===== src/rtl/rvfi_mon_pkg.sv =====
// Shared types and helpers for the RVFI commit serializer.
// rvfi_pkt_t     : one retired instruction in RVFI field layout.
// popcount_contig: number of contiguous valid lanes counted up from lane 0.
package rvfi_mon_pkg;

  localparam int unsigned MAX_LANES  = 8;
  localparam int unsigned LANE_CNT_W = 4;

  typedef struct packed {
    logic [31:0] inst;
    logic        trap;
    logic [4:0]  rs1_addr;
    logic [4:0]  rs2_addr;
    logic [31:0] rs1_rdata;
    logic [31:0] rs2_rdata;
    logic        load_regfile;
    logic [4:0]  rd_addr;
    logic [31:0] rd_wdata;
    logic [31:0] pc_rdata;
    logic [31:0] pc_wdata;
    logic [31:0] mem_addr;
    logic [3:0]  mem_rmask;
    logic [3:0]  mem_wmask;
    logic [31:0] mem_rdata;
    logic [31:0] mem_wdata;
  } rvfi_pkt_t;

  localparam int unsigned PKT_W = $bits(rvfi_pkt_t);

  // Lanes past the first invalid one do not count, even if they are set.
  function automatic logic [LANE_CNT_W-1:0] popcount_contig(input logic [MAX_LANES-1:0] valid);
    logic [LANE_CNT_W-1:0] n;
    logic                  run;
    n   = '0;
    run = 1'b1;
    for (int i = 0; i < MAX_LANES; i++) begin
      run = run & valid[i];
      if (run) n = n + LANE_CNT_W'(1);
    end
    return n;
  endfunction

endpackage


===== src/rtl/multi_push_fifo.sv =====
// N-write / 1-read circular buffer.
// clk, rst   : clock, async active-high reset (empties the buffer)
// push_n     : number of entries written this cycle, taken from push_data lanes 0..push_n-1
// push_data  : per-lane write data, lane 0 lands at the tail
// pop        : remove the head entry (caller guarantees non-empty)
// head       : current head entry
// count      : number of occupied entries
module multi_push_fifo #(
  parameter int unsigned WIDTH = 32,
  parameter int unsigned DEPTH = 8,
  parameter int unsigned NPUSH = 2,
  localparam int unsigned PTR_W = $clog2(DEPTH),
  localparam int unsigned CNT_W = $clog2(DEPTH) + 1,
  localparam int unsigned PN_W  = $clog2(NPUSH + 1)
) (
  input  logic                        clk,
  input  logic                        rst,
  input  logic [PN_W-1:0]             push_n,
  input  logic [NPUSH-1:0][WIDTH-1:0] push_data,
  input  logic                        pop,
  output logic [WIDTH-1:0]            head,
  output logic [CNT_W-1:0]            count
);

  logic [WIDTH-1:0] mem [DEPTH];
  logic [PTR_W-1:0] wr_ptr;
  logic [PTR_W-1:0] rd_ptr;

  // Storage is not reset; only the pointers define what is valid.
  always_ff @(posedge clk) begin
    for (int k = 0; k < NPUSH; k++) begin
      if (PN_W'(k) < push_n) mem[wr_ptr + PTR_W'(k)] <= push_data[k];
    end
  end

  // Pointers wrap naturally at DEPTH (power of two).
  always_ff @(posedge clk or posedge rst) begin
    if (rst) begin
      wr_ptr <= '0;
      rd_ptr <= '0;
      count  <= '0;
    end else begin
      wr_ptr <= wr_ptr + PTR_W'(push_n);
      rd_ptr <= rd_ptr + PTR_W'(pop);
      count  <= count + CNT_W'(push_n) - CNT_W'(pop);
    end
  end

  assign head = mem[rd_ptr];

endmodule


===== src/rtl/rvfi_commit_serializer.sv =====
// Serializes up to NCOMMIT retirements per cycle into one RVFI commit per cycle.
// clk, rst  : clock, async active-high reset
// in_valid  : per-lane retire valid, expected contiguous from lane 0 (lane 0 oldest)
// in_pkt    : per-lane retire packet
// in_ready  : room for a full NCOMMIT-wide push (combinational from occupancy)
// commit    : out_pkt/order carry a retirement this cycle
// order     : gap-free retirement index of the presented packet
// out_pkt   : presented packet
// halt      : sticky, set when a self-looping instruction retires
// err       : sticky, set on a non-contiguous or not-ready push
module rvfi_commit_serializer
  import rvfi_mon_pkg::*;
#(
  parameter int unsigned NCOMMIT = 2,
  parameter int unsigned DEPTH   = 8,
  parameter int unsigned ORDER_W = 64,
  parameter bit          HALT_EN = 1'b1
) (
  input  logic                     clk,
  input  logic                     rst,
  input  logic [NCOMMIT-1:0]       in_valid,
  input  rvfi_pkt_t [NCOMMIT-1:0]  in_pkt,
  output logic                     in_ready,
  output logic                     commit,
  output logic [ORDER_W-1:0]       order,
  output rvfi_pkt_t                out_pkt,
  output logic                     halt,
  output logic                     err
);

  localparam int unsigned CNT_W    = $clog2(DEPTH) + 1;
  localparam int unsigned PUSH_N_W = $clog2(NCOMMIT + 1);

  logic [LANE_CNT_W-1:0] lead_n_c;
  logic [NCOMMIT-1:0]    contig_mask_c;
  logic                  any_valid_c;
  logic                  noncontig_c;
  logic [PUSH_N_W-1:0]   push_n_c;
  logic                  pop_c;
  logic                  halt_hit_c;
  logic                  err_set_c;
  logic [PKT_W-1:0]      head_bits;
  rvfi_pkt_t             head_pkt_c;
  logic [CNT_W-1:0]      count;
  logic [ORDER_W-1:0]    ord_cnt;

  // Lane qualification: only the contiguous prefix of valid lanes is pushed.
  always_comb begin
    contig_mask_c = '0;
    lead_n_c      = popcount_contig(MAX_LANES'(in_valid));
    for (int k = 0; k < NCOMMIT; k++) begin
      contig_mask_c[k] = (LANE_CNT_W'(k) < lead_n_c);
    end
  end

  assign any_valid_c = |in_valid;
  assign noncontig_c = (in_valid != contig_mask_c);

  // Ignores this cycle's pop; halt freezes the buffer so it also blocks pushes.
  assign in_ready = !halt && ((CNT_W'(DEPTH) - count) >= CNT_W'(NCOMMIT));

  assign push_n_c   = (in_ready && any_valid_c) ? PUSH_N_W'(lead_n_c) : '0;
  assign pop_c      = (count != '0) && !halt;
  assign head_pkt_c = rvfi_pkt_t'(head_bits);
  assign halt_hit_c = HALT_EN && pop_c && !head_pkt_c.trap &&
                      (head_pkt_c.pc_wdata == head_pkt_c.pc_rdata);
  // Pushes attempted after halt are dropped silently.
  assign err_set_c  = any_valid_c && !halt && (noncontig_c || !in_ready);

  multi_push_fifo #(
    .WIDTH (PKT_W),
    .DEPTH (DEPTH),
    .NPUSH (NCOMMIT)
  ) u_fifo (
    .clk       (clk),
    .rst       (rst),
    .push_n    (push_n_c),
    .push_data (in_pkt),
    .pop       (pop_c),
    .head      (head_bits),
    .count     (count)
  );

  // Output stage, order counter and sticky flags.
  always_ff @(posedge clk or posedge rst) begin
    if (rst) begin
      commit  <= 1'b0;
      order   <= '0;
      out_pkt <= '0;
      halt    <= 1'b0;
      err     <= 1'b0;
      ord_cnt <= '0;
    end else begin
      commit <= pop_c;
      if (pop_c) begin
        out_pkt <= head_pkt_c;
        order   <= ord_cnt;
        ord_cnt <= ord_cnt + ORDER_W'(1);
      end
      if (halt_hit_c) halt <= 1'b1;
      if (err_set_c)  err  <= 1'b1;
    end
  end

endmodule


===== config.mk =====
export PLATFORM = sky130hd
export DESIGN_NAME = rvfi_commit_serializer
export DESIGN_NICKNAME = d
export VERILOG_FILES = /design/src/rtl/rvfi_mon_pkg.sv /design/src/rtl/multi_push_fifo.sv /design/src/rtl/rvfi_commit_serializer.sv
export SDC_FILE = /design/constraint.sdc
export NUM_CORES = 2
export LEC_CHECK = 0
export BUFFER_PORTS_ARGS = -buffer_cell sky130_fd_sc_hd__buf_2
export CORE_ASPECT_RATIO = 1.4
export CORE_UTILIZATION = 60
export CTS_BUF_LIST = sky130_fd_sc_hd__clkbuf_2
export DETAILED_ROUTE_END_ITERATION = 7
export PLACE_DENSITY = 0.79
export SKIP_LAST_GASP = 1
export SLEW_MARGIN = 20
export SYNTH_ARGS = -nofsm -noshare
export SYNTH_HDL_FRONTEND = slang
export SYNTH_HIERARCHICAL = 1
export SYNTH_SLANG_ARGS = --single-unit

===== constraint.sdc =====
create_clock -name clk -period 75.6 [get_ports clk]
set_input_delay 18.9 -clock clk [delete_from_list [all_inputs] [get_ports clk]]
set_output_delay 18.9 -clock clk [all_outputs]
set_load 0.01 [all_outputs]

==> flow_summary.yaml <==
worst_setup_path:
  worst_ep_arrival_time_ps: 3550
  worst_ep_required_time_ps: 56700
  cpPeakStageDelay_ps: 430
  worst_setup_path_start_kind: "register"
  end_kind: "output port"
  crit_slowest_cell: "dfrtp_1"
  timing.setup.critical_path_class: "register to output port"
  critical_path_cell_sequence: "inv_1 -> ha_1 -> nor3b_1 -> a21oi_1 -> nor3_1 -> buf_4 -> nor2_1 -> buf_2"
  worstPathMaxFanout: 4
sta:
  finalSetupViolations: 0
  maxSlewViolCount: 0
  slew_headroom_pct: 11.4
  tightest_slew_ps: 1330
  timing_hold_violations_final: 0
  final.hold.worst_slack_ps: 481
  rsz0062_at_grt: "false"
  fin_crit_ps: 22450
  fmax_mhz: 44.5
  finClkSkew_ps: 151
  final_min_period_over_clock_period_pct: 29.7
  fin_tns_setup_ps: 0
clocking:
  clockBufferDepth: 4
  tritoncts: "built"
  cts.repair.resized: 0
  cts_root_buf: "clkbuf_2"
  post_cts_buffers: 0
  cts.clk_slew.worst_paths_ps: 100
  cts_hold_buf: 0
  clk_latency_ps: 1880
  cts-buffers-inserted: 692
  clock-sinks: 2958
  htree_num_levels: 6
global_route:
  first_pass_grt_wire_length_um: 567000
  grt_remaining_overflow: 0
  grt_antenna_before_repair: 242
  largest_net_degree_at_the_start_of_global_routing: 141
  groute.usage.overall_pct: 32.6
  grt_pass1_vias: 86400
layout:
  finalNetCount: 9591
  fillerInstances: 16100
  instances_no_fill: 12700
  postLayoutCellArea_um2: 156000
  post_route_cells_drive_above_1_share_pct: 63.1
  syn2layout_area_growth_pct: 10.3
route:
  detailedRoute.firstPassIterationCount: 5
  post_drt_via_cell_ratio: 6.36
  vias: 81000
  drtIter0Drc: 6778
  drt_wl_total_um: 391000
  detail_route.wl_per_cell_um: 30.7
  drc: 0
  drtAntennaViolNets: 0
floorplan:
  die_height_um: 577
  initial_utilization_pct: 60.5
  floorplan.core_area_um2: 234000
  io_pins: 1011
  total_die_area_um2: 238000
  placement_rows: 210
  fp.dieW_um: 413
yosys:
  number_of_cells_produced_by_synthesis: 7612
  yosys.area.top_type_share_pct: 53.0
  synth-main-ff-cell: "edfxtp_1"
  yosys.area.top_type: "edfxtp_1"
  synth_area_um2: 142000
  yosys.cell_types.count: 54
  synth-seq-cells: 2958
  synth_async_sr_flop_share_pct: 15.3
  syn-mean-instance-area_um2: 18.6
  synthesis.yosys.warnings: 6
  syn-num-nets: 8256
  synth_edf_count: 2504
  post_synth_main_area_contributors: "edfxtp_1 53%, mux2_2 24%, mux4_2 9.9%, dfrtp_1 8.0%, mux2_1 1.1%"
  synth-seq-area-share_pct: 61.0
placed_design:
  dpl.hpwl_um: 221000
  placedCellCount: 11300
  numPortBuffers: 1010
  gpl.final_weighted_congestion: 0.832
  placedInstanceArea_um2: 149000
worst_hold_path:
  min-delay-path-class: "register to register"
power_and_ir_drop:
  cellPowerDensity_nw_per_um2: 36.0
  power_leakage_nw: 56.7
  peakVddDrop_uv: 32.4
status:
  outcome: "finished clean"
run:
  max_cap_viol_count: 0
-- synthesized netlist by cell type, types with 7 or more instances --
| cell type | instances |
|---|---|
| nand2_1 | 35 |
| nor2_1 | 23 |
| dfrtp_1 | 454 |
| mux4_2 | 626 |
| buf_6 | 74 |
| xnor2_1 | 45 |
| and3_1 | 9 |
| nor4_1 | 11 |
| edfxtp_1 | 2504 |
| buf_2 | 310 |
| clkbuf_1 | 94 |
| nand4_1 | 23 |
| nor3_1 | 15 |
| mux2_2 | 3052 |
| ha_1 | 12 |
| inv_1 | 16 |
| and2_1 | 7 |
| and4_1 | 7 |
| buf_1 | 16 |
| mux2_1 | 143 |
| xor2_1 | 55 |
| nand3_1 | 27 |
-- path summary, 6_finish.rpt --
check                           startpoint          endpoint  slack, ps  cells past startpoint
setup / recovery           u_fifo/count[0]          in_ready      53150                      8
hold / removal                 ord_cnt[63]       ord_cnt[63]        480                      1
setup reg to reg                      halt  u_fifo/mem[2][3]      69260                      8
hold reg to reg                ord_cnt[63]       ord_cnt[63]        480                      1
max in group asynchronous              rst         order[46]      56010                      5
min in group asynchronous              rst   u_fifo/count[3]      17190                      2
-- per-layer routing --
metal | vias to the layer above | track usage (%) | wire length, um
met4 | 168 | 12.3 | 11800
met2 | 3826 | 52.5 | 190000
met5 | - | 0 | 1070
met1 | 42000 | 40.1 | 143000
met3 | 857 | 12.0 | 44600
li1 | 34200 | - | -
-- layout make-up --
type                            instances  area (um2)  area share (%)
Sequential cell                      2958       86600            55.3
Multi-Input combinational cell       4143       52600            33.6
Timing Repair Buffer                 1136        6330            4.05
Clock buffer                         1109        5550            3.55
Tap cell                             3074        3850            2.46
Clock inverter                        153        1120           0.717
Antenna cell                          147         368           0.235
Inverter                               16        67.6          0.0432
-- power by group --
part           switching (mW)  internal, mW  total, mW  leakage [nW]
Sequential              0.145          2.28       2.43          28.4
Combinational            1.14         0.975       2.12          23.2
Clock                   0.638         0.451       1.09          5.14
-- kinds of logic after synthesis --
kind of cell	Yosys count	synth area share, %
AO/OA/AOI/OAI	16	0.0723
XOR/XNOR	102	0.640
adder cells (fa/ha/maj)	14	0.134
buffers and inverters	511	2.02
flip-flops	2958	61.0
multiplexers	3821	35.3
AND/OR/NAND/NOR	190	0.802
-- critical path: cells and delay by family (launching register included) --
kind                     cells  cell delay, ps
buffers and inverters        3             480
flip-flops                   1             430
AND/OR/NAND/NOR              3             480
adder cells (fa/ha/maj)      1             210
AO/OA/AOI/OAI                1             130
-- cell usage in the layout (no fill, tap or decap), types with 55 or more instances in the layout --
cell type  Yosys  final
mux2_2      3052   3052
edfxtp_1    2504   2504
clkbuf_2       0   1109
buf_2        310   1010
mux4_2       626    626
dfrtp_1      454    451
diode_2        0    147
mux2_1       143    143
clkinv_1       0    111
buf_4          1    100
xor2_1        55     55
-- sequential cells by signal (all words and copies together), names as in the netlist --
signal,count
out_pkt,313
u_fifo/count,4
u_fifo/rd_ptr,3
ord_cnt,64
u_fifo/mem,2504
halt,1
err,1
order,64
commit,1
u_fifo/wr_ptr,3
-- through the flow --
stage                     setup slack [ps]  power (mW)  utilization, %
final                                53150        5.64            66.7
after global routing                 52910        5.87            66.7
after CTS                            52940        5.66            66.5
after detailed placement             51520        4.58            63.7
after global placement               51520        4.52            63.7
after floorplan                      31750        4.19               -
(Power assumes the default switching activity.)
